===== src/rtl/auc_dispatch.sv =====
// rtl/auc_dispatch.sv - arithmetic-unit cluster command dispatcher
//
// Takes one command at a time. A valid command first hands the RAM write
// port to the host loader for PRELOAD cycles, then pulses the chosen engine's
// start line and routes that engine's RAM, AU start/opcode/carry lines to the
// shared resources until it signals done or the watchdog expires.
//
// Ports:
//   clk_i, rst_ni                 clock, asynchronous active-low reset
//   cmd_vld_i/cmd_rdy_o/cmd_mode_i command handshake and engine select
//   eng_en_o                      one-hot, single-cycle engine start
//   eng_done_i, eng_radd_i, eng_wen_i, eng_wadd_i, eng_wdat_i,
//   eng_austart_i, eng_auop_i, eng_carry_i   per-engine request buses
//   ld_wen_i/ld_wadd_i/ld_wdat_i  host loader RAM write port
//   ram_radd_o/ram_wen_o/ram_wadd_o/ram_wdat_o  shared RAM ports
//   au_start_o/au_opcode_o/au_carry_o           shared AU control
//   rslt_o                        last captured result
//   status_o                      00 idle, 01 cal, 10 done, 11 error
//   busy_o                        high while loading or running
module auc_dispatch #(
    parameter int WIDTH     = 256,
    parameter int ADDR      = 5,
    parameter int NENG      = 4,
    parameter int MW        = 3,
    parameter int START_DLY = 3,
    parameter int PRELOAD   = 2,
    parameter int TMO_W     = 16
) (
    input  logic                   clk_i,
    input  logic                   rst_ni,
    input  logic                   cmd_vld_i,
    output logic                   cmd_rdy_o,
    input  logic [MW-1:0]          cmd_mode_i,
    output logic [NENG-1:0]        eng_en_o,
    input  logic [NENG-1:0]        eng_done_i,
    input  logic [NENG*ADDR-1:0]   eng_radd_i,
    input  logic [NENG-1:0]        eng_wen_i,
    input  logic [NENG*ADDR-1:0]   eng_wadd_i,
    input  logic [NENG*WIDTH-1:0]  eng_wdat_i,
    input  logic [NENG-1:0]        eng_austart_i,
    input  logic [NENG*4-1:0]      eng_auop_i,
    input  logic [NENG-1:0]        eng_carry_i,
    input  logic                   ld_wen_i,
    input  logic [ADDR-1:0]        ld_wadd_i,
    input  logic [WIDTH-1:0]       ld_wdat_i,
    output logic [ADDR-1:0]        ram_radd_o,
    output logic                   ram_wen_o,
    output logic [ADDR-1:0]        ram_wadd_o,
    output logic [WIDTH-1:0]       ram_wdat_o,
    output logic                   au_start_o,
    output logic [3:0]             au_opcode_o,
    output logic                   au_carry_o,
    output logic [WIDTH-1:0]       rslt_o,
    output logic [1:0]             status_o,
    output logic                   busy_o
);

    localparam int LW = (PRELOAD > 1) ? $clog2(PRELOAD) : 1;

    localparam logic [1:0] ST_IDLE = 2'b00;
    localparam logic [1:0] ST_CAL  = 2'b01;
    localparam logic [1:0] ST_DONE = 2'b10;
    localparam logic [1:0] ST_ERR  = 2'b11;

    typedef enum logic [1:0] {S_IDLE, S_LOAD, S_RUN} state_t;

    state_t                 state_q;
    logic [MW-1:0]          sel_q;
    logic [LW-1:0]          ld_cnt_q;
    logic [TMO_W-1:0]       wd_q;
    logic [NENG-1:0]        eng_en_q;
    logic [WIDTH-1:0]       rslt_q;
    logic [1:0]             status_q;
    logic                   busy_q;
    logic [START_DLY-1:0]   start_pipe_q;

    logic                   mode_ok;
    logic                   sel_done;
    logic                   sel_wen;
    logic                   sel_austart;
    logic                   sel_carry;
    logic [ADDR-1:0]        sel_radd;
    logic [ADDR-1:0]        sel_wadd;
    logic [WIDTH-1:0]       sel_wdat;
    logic [3:0]             sel_auop;
    logic                   run_hold;

    assign mode_ok = (int'(cmd_mode_i) < NENG);

    // Selected-engine view. An out-of-range sel (left by a rejected command)
    // selects nothing, so every routed line reads as zero.
    always_comb begin
        sel_done    = 1'b0;
        sel_wen     = 1'b0;
        sel_austart = 1'b0;
        sel_carry   = 1'b0;
        sel_radd    = '0;
        sel_wadd    = '0;
        sel_wdat    = '0;
        sel_auop    = '0;
        for (int i = 0; i < NENG; i++) begin
            if (int'(sel_q) == i) begin
                sel_done    = eng_done_i[i];
                sel_wen     = eng_wen_i[i];
                sel_austart = eng_austart_i[i];
                sel_carry   = eng_carry_i[i];
                sel_radd    = eng_radd_i[i*ADDR +: ADDR];
                sel_wadd    = eng_wadd_i[i*ADDR +: ADDR];
                sel_wdat    = eng_wdat_i[i*WIDTH +: WIDTH];
                sel_auop    = eng_auop_i[i*4 +: 4];
            end
        end
    end

    // RUN continues into the next cycle: neither completion nor timeout now.
    assign run_hold = (state_q == S_RUN) && !sel_done && !(&wd_q);

    always_ff @(posedge clk_i or negedge rst_ni) begin
        if (!rst_ni) begin
            state_q  <= S_IDLE;
            sel_q    <= '0;
            ld_cnt_q <= '0;
            wd_q     <= '0;
            eng_en_q <= '0;
            rslt_q   <= '0;
            status_q <= ST_IDLE;
            busy_q   <= 1'b0;
        end else begin
            eng_en_q <= '0;
            case (state_q)
                S_IDLE: begin
                    status_q <= ST_IDLE;
                    busy_q   <= 1'b0;
                    if (cmd_vld_i) begin
                        sel_q <= cmd_mode_i;
                        if (!mode_ok) begin
                            status_q <= ST_ERR;
                        end else if (PRELOAD == 0) begin
                            state_q  <= S_RUN;
                            eng_en_q <= NENG'(1) << cmd_mode_i;
                            wd_q     <= TMO_W'(1);
                            status_q <= ST_CAL;
                            busy_q   <= 1'b1;
                        end else begin
                            state_q  <= S_LOAD;
                            ld_cnt_q <= LW'(PRELOAD - 1);
                            status_q <= ST_CAL;
                            busy_q   <= 1'b1;
                        end
                    end
                end
                S_LOAD: begin
                    if (ld_cnt_q == '0) begin
                        state_q  <= S_RUN;
                        eng_en_q <= NENG'(1) << sel_q;
                        // wd_q counts RUN cycles including the current one.
                        wd_q     <= TMO_W'(1);
                    end else begin
                        ld_cnt_q <= ld_cnt_q - LW'(1);
                    end
                end
                S_RUN: begin
                    if (sel_done) begin
                        // Done takes priority over a simultaneous timeout.
                        rslt_q   <= sel_wdat;
                        status_q <= ST_DONE;
                        busy_q   <= 1'b0;
                        state_q  <= S_IDLE;
                        wd_q     <= '0;
                    end else if (&wd_q) begin
                        status_q <= ST_ERR;
                        busy_q   <= 1'b0;
                        state_q  <= S_IDLE;
                        wd_q     <= '0;
                    end else begin
                        wd_q <= wd_q + TMO_W'(1);
                    end
                end
                default: begin
                    state_q  <= S_IDLE;
                    status_q <= ST_IDLE;
                    busy_q   <= 1'b0;
                end
            endcase
        end
    end

    // AU start delay line; shifts only while RUN carries on, so nothing from
    // a finished operation can leak out after it.
    always_ff @(posedge clk_i or negedge rst_ni) begin
        if (!rst_ni) begin
            start_pipe_q <= '0;
        end else if (run_hold) begin
            start_pipe_q <= START_DLY'({start_pipe_q, sel_austart});
        end else begin
            start_pipe_q <= '0;
        end
    end

    always_comb begin
        ram_radd_o = sel_radd;
        ram_wen_o  = 1'b0;
        ram_wadd_o = '0;
        ram_wdat_o = '0;
        case (state_q)
            S_LOAD: begin
                ram_wen_o  = ld_wen_i;
                ram_wadd_o = ld_wadd_i;
                ram_wdat_o = ld_wdat_i;
            end
            S_RUN: begin
                ram_wen_o  = sel_wen;
                ram_wadd_o = sel_wadd;
                ram_wdat_o = sel_wdat;
            end
            default: begin
                ram_wen_o = 1'b0;
            end
        endcase
    end

    assign cmd_rdy_o   = (state_q == S_IDLE);
    assign eng_en_o    = eng_en_q;
    assign au_start_o  = start_pipe_q[START_DLY-1];
    assign au_opcode_o = sel_auop;
    assign au_carry_o  = sel_carry;
    assign rslt_o      = rslt_q;
    assign status_o    = status_q;
    assign busy_o      = busy_q;

endmodule


===== config.mk =====
export PLATFORM = sky130hd
export DESIGN_NAME = auc_dispatch
export DESIGN_NICKNAME = d
export VERILOG_FILES = /design/src/rtl/auc_dispatch.sv
export SDC_FILE = /design/constraint.sdc
export NUM_CORES = 1
export LEC_CHECK = 0
export CORE_AREA = 5 5 743 745
export DETAILED_ROUTE_END_ITERATION = 16
export DIE_AREA = 0 0 748 750
export GPL_ROUTABILITY_DRIVEN = 0
export PLACE_DENSITY_LB_ADDON = 0.3
export SYNTH_ARGS = -nofsm -noshare
export SYNTH_HDL_FRONTEND = slang
export SYNTH_SLANG_ARGS = --single-unit

===== constraint.sdc =====
create_clock -name clk_i -period 2.8 [get_ports clk_i]
set_input_delay 0.56 -clock clk_i [delete_from_list [all_inputs] [get_ports clk_i]]
set_output_delay 0.56 -clock clk_i [all_outputs]
set_load 0.01 [all_outputs]

==> results_dict.tcl <==
set metrics [dict create \
    ys_seq_elements 288 \
    finalPower_mw 72.39 \
    antenna_found_initial 237 \
    yosys_warnings 0 \
    place_area_sq_um 55650 \
    synth_ff_type "dfrtp_1" \
    drive_above_1_share_pct 49.72 \
    maxCapViolations 0 \
    p_leak_nw 23.64 \
    grt_pass1_wl_mm 443.3 \
    synthArstFlopShare_pct 100.0 \
    synth-compound-area-share_pct 10.16 \
    powerDensity_nw_per_um2 1126 \
    dp_slack_ns -0.9214 \
    worst_pin_slew_ns 1.010 \
    initial_core_util_pct 4.283 \
    drt_wl_total_mm 373.7 \
    dp.cells 11354 \
    vias_per_cell 2.582 \
    critPathMaxStageDelay_ns 0.50 \
    core_area_sq_um 543900 \
    rows 271 \
    yosysTopAreaCell "dfrtp_1" \
    syn_inst 1969 \
    fin_worst_skew_ns 0.03337 \
    crit_type "flop to output port" \
    synth_edf_count 0 \
    grt_overflow 0 \
    synth_nets 3337 \
    area_delta_synth_final_pct 176.0 \
    ir_drop_uv 514.8 \
    netlist_area_sq_um 23290 \
    seq_area_frac_synth_pct 30.94 \
    drv_slew 0 \
    period_share_pct 135.1 \
    failed_checks "negative setup slack" \
    synth_top_family_by_area "multiplexers" \
    synth-adder-area-share_pct 0.2149 \
    synth-xor-area-share_pct 0 \
    vias 30415 \
    end_kind "output port" \
    setup_viol 506 \
    grt_pass1_vias 31718 \
    status "finished with violations" \
    hpwl_mm 331.7 \
    synthTopCellsByArea "dfrtp_1, mux4_2, nor2b_1" \
    num_io_pins 1901 \
    fin_util_pct 11.82 \
    synth_area_per_cell_sq_um 11.83 \
    critPathSlowestCell "dfrtp_4" \
    drt_iter0_markers 1846 \
    finalHoldViolations 0 \
    wire_per_inst_um 31.73 \
    fin_nets 5813 \
    synthMostInstantiatedCell "nor2b_1" \
    post-route-min-period_ns 3.784 \
    start_kind "flop" \
    fin_ws_ns -0.9840 \
    relSlewSlack_pct 32.70 \
    min_path_type "flop to flop" \
    synth_top_area_share_pct 30.94 \
    cts_tree "built" \
    clock_latency_ns 0.72 \
    timing.hold.ws_ns 0.4495 \
    drt-pass1-iter-count 5 \
    synth.area.mux_share_pct 38.78 \
    tritoncts_num_sinks 288 \
    grt_max_degree 55 \
    rsz0062_at_grt "true" \
    grt_usage_pct 12.72 \
    port_buffers 1900 \
    max_freq_mhz 264.3 \
    fin_area_sq_um 64290 \
    synth.distinct_cells 40 \
    clkTransAtPathRegs_ns 0.07 \
    cp.required_ns 2.24 \
    drc 0 \
    synth.top_cells.by_count "nor2b_1, dfrtp_1, mux4_2" \
    root_buffer "clkbuf_16" \
    drt.antenna.violating_nets 0 \
    h-tree-depth 2 \
    die_h_um 750 \
    fin_cells 11778 \
    crit_chain "buf_12, buf_12, buf_16, buf_6, buf_8, buf_6, mux4_2, nor2b_1, a22oi_1, nor2b_1, buf_4" \
    tns_ns -246.98 \
    tritoncts.num_buffers 49 \
    worstPathMaxFanout 4 \
    arrival_ns 3.22 \
    yosys.area_share.simple_pct 15.89 \
    die_x_um 748 \
    clk_path_buf_depth 3 \
    die-area_sq_um 561000 \
]
==> sequential cells by signal, indices dropped and copies added (netlist names), 2 cells and up <==
register      count
sel_q             3
rslt_o          256
start_pipe_q      3
state_q           2
status_o          2
wd_q             16
eng_en_o          4
==> routing by layer <==
| metal | GRT usage [%] | wire length, um | share of wire [%] |
|---|---|---|---|
| met1 | 16.17 | 161000 | 43 |
| met2 | 20.16 | 165300 | 44 |
| met3 | 5.476 | 38690 | 10 |
| met4 | 2.061 | 8388 | 2.2 |
| met5 | 0 | 310 | 0.083 |
==> critical path: cells and delay by family (launching register included) <==
family / cells / cell delay, ns
buf+inv: 7 / 0.94
simple gates: 2 / 0.57
flops: 1 / 0.50
mux: 1 / 0.31
compound gates: 1 / 0.15
==> report_power, final <==
group / internal [mW] / total, mW / switching [mW] / leakage [nW]
registers: 5.85 / 6.92 / 1.07 / 3.69
logic: 29.1 / 58.7 / 29.6 / 19.1
clock network: 3.86 / 6.74 / 2.88 / 0.816
total: 38.9 / 72.4 / 33.5 / 23.6
==> what timing repair did <==
action,CTS,global route
hold buffers,1,0
endpoints found under the setup margin,521,438
resized for setup,1519,246
setup buffers,230,109
cloned,20,4
pin swaps,133,118
hold endpoints to repair,24,0
==> cell type report <==
| cell class | count | area, sq um |
|---|---|---|
| inverter | 7 | 26.28 |
| fill | 62038 | 479600 |
| multi-input combinational | 1458 | 18580 |
| antenna | 59 | 147.6 |
| tap | 7234 | 9051 |
| sequential | 288 | 7218 |
| timing repair buffer | 2641 | 27580 |
| clock buffer | 62 | 1335 |
| clock inverter | 29 | 351.6 |
==> kinds of logic (layout without fill, tap and decap cells) <==
logic type / Yosys count / in the layout
AO/OA/AOI/OAI: 316 / 316
adder cells (fa/ha/maj): 4 / 4
buffers and inverters: 223 / 2739
flip-flops: 288 / 288
multiplexers: 535 / 535
other: 0 / 59
AND/OR/NAND/NOR: 603 / 603
==> placed cells by master, fill, tap and decap left out, drive strengths merged, types with 4 or more instances in the layout <==
cell and instances:
nor2 10, and2 6, a31oi 5, o21ai 11, nor2b 538, mux2 260
a21oi 12, clkdlybuf4s50 1595, dlygate4sd2 6, clkdlybuf4s15 4, dfrtp 288, a22oi 262
a211oi 7, nand3 12, inv 11, o31ai 6, mux2i 8, mux4 267
ha 4, clkbuf 73, buf 1021, clkinvlp 6, clkinv 14, and3 6
nand2 19, bufinv 5, diode 59
==> final timing paths <==
| path | start | endpoint | slack (ns) | cells past startpoint |
|---|---|---|---|---|
| hold reg to reg | start_pipe_q[0] | start_pipe_q[1] | 0.45 | 1 |
| setup / recovery | sel_q[0] | ram_wdat_o[79] | -0.98 | 11 |
| max in group asynchronous | rst_ni | rslt_o[251] | 1.34 | 3 |
| hold / removal | start_pipe_q[0] | start_pipe_q[1] | 0.45 | 1 |
| setup reg to reg | sel_q[0] | rslt_o[27] | -0.32 | 15 |
| min in group asynchronous | rst_ni | status_o[1] | 0.50 | 2 |
Power figures use the tool's default switching activity.
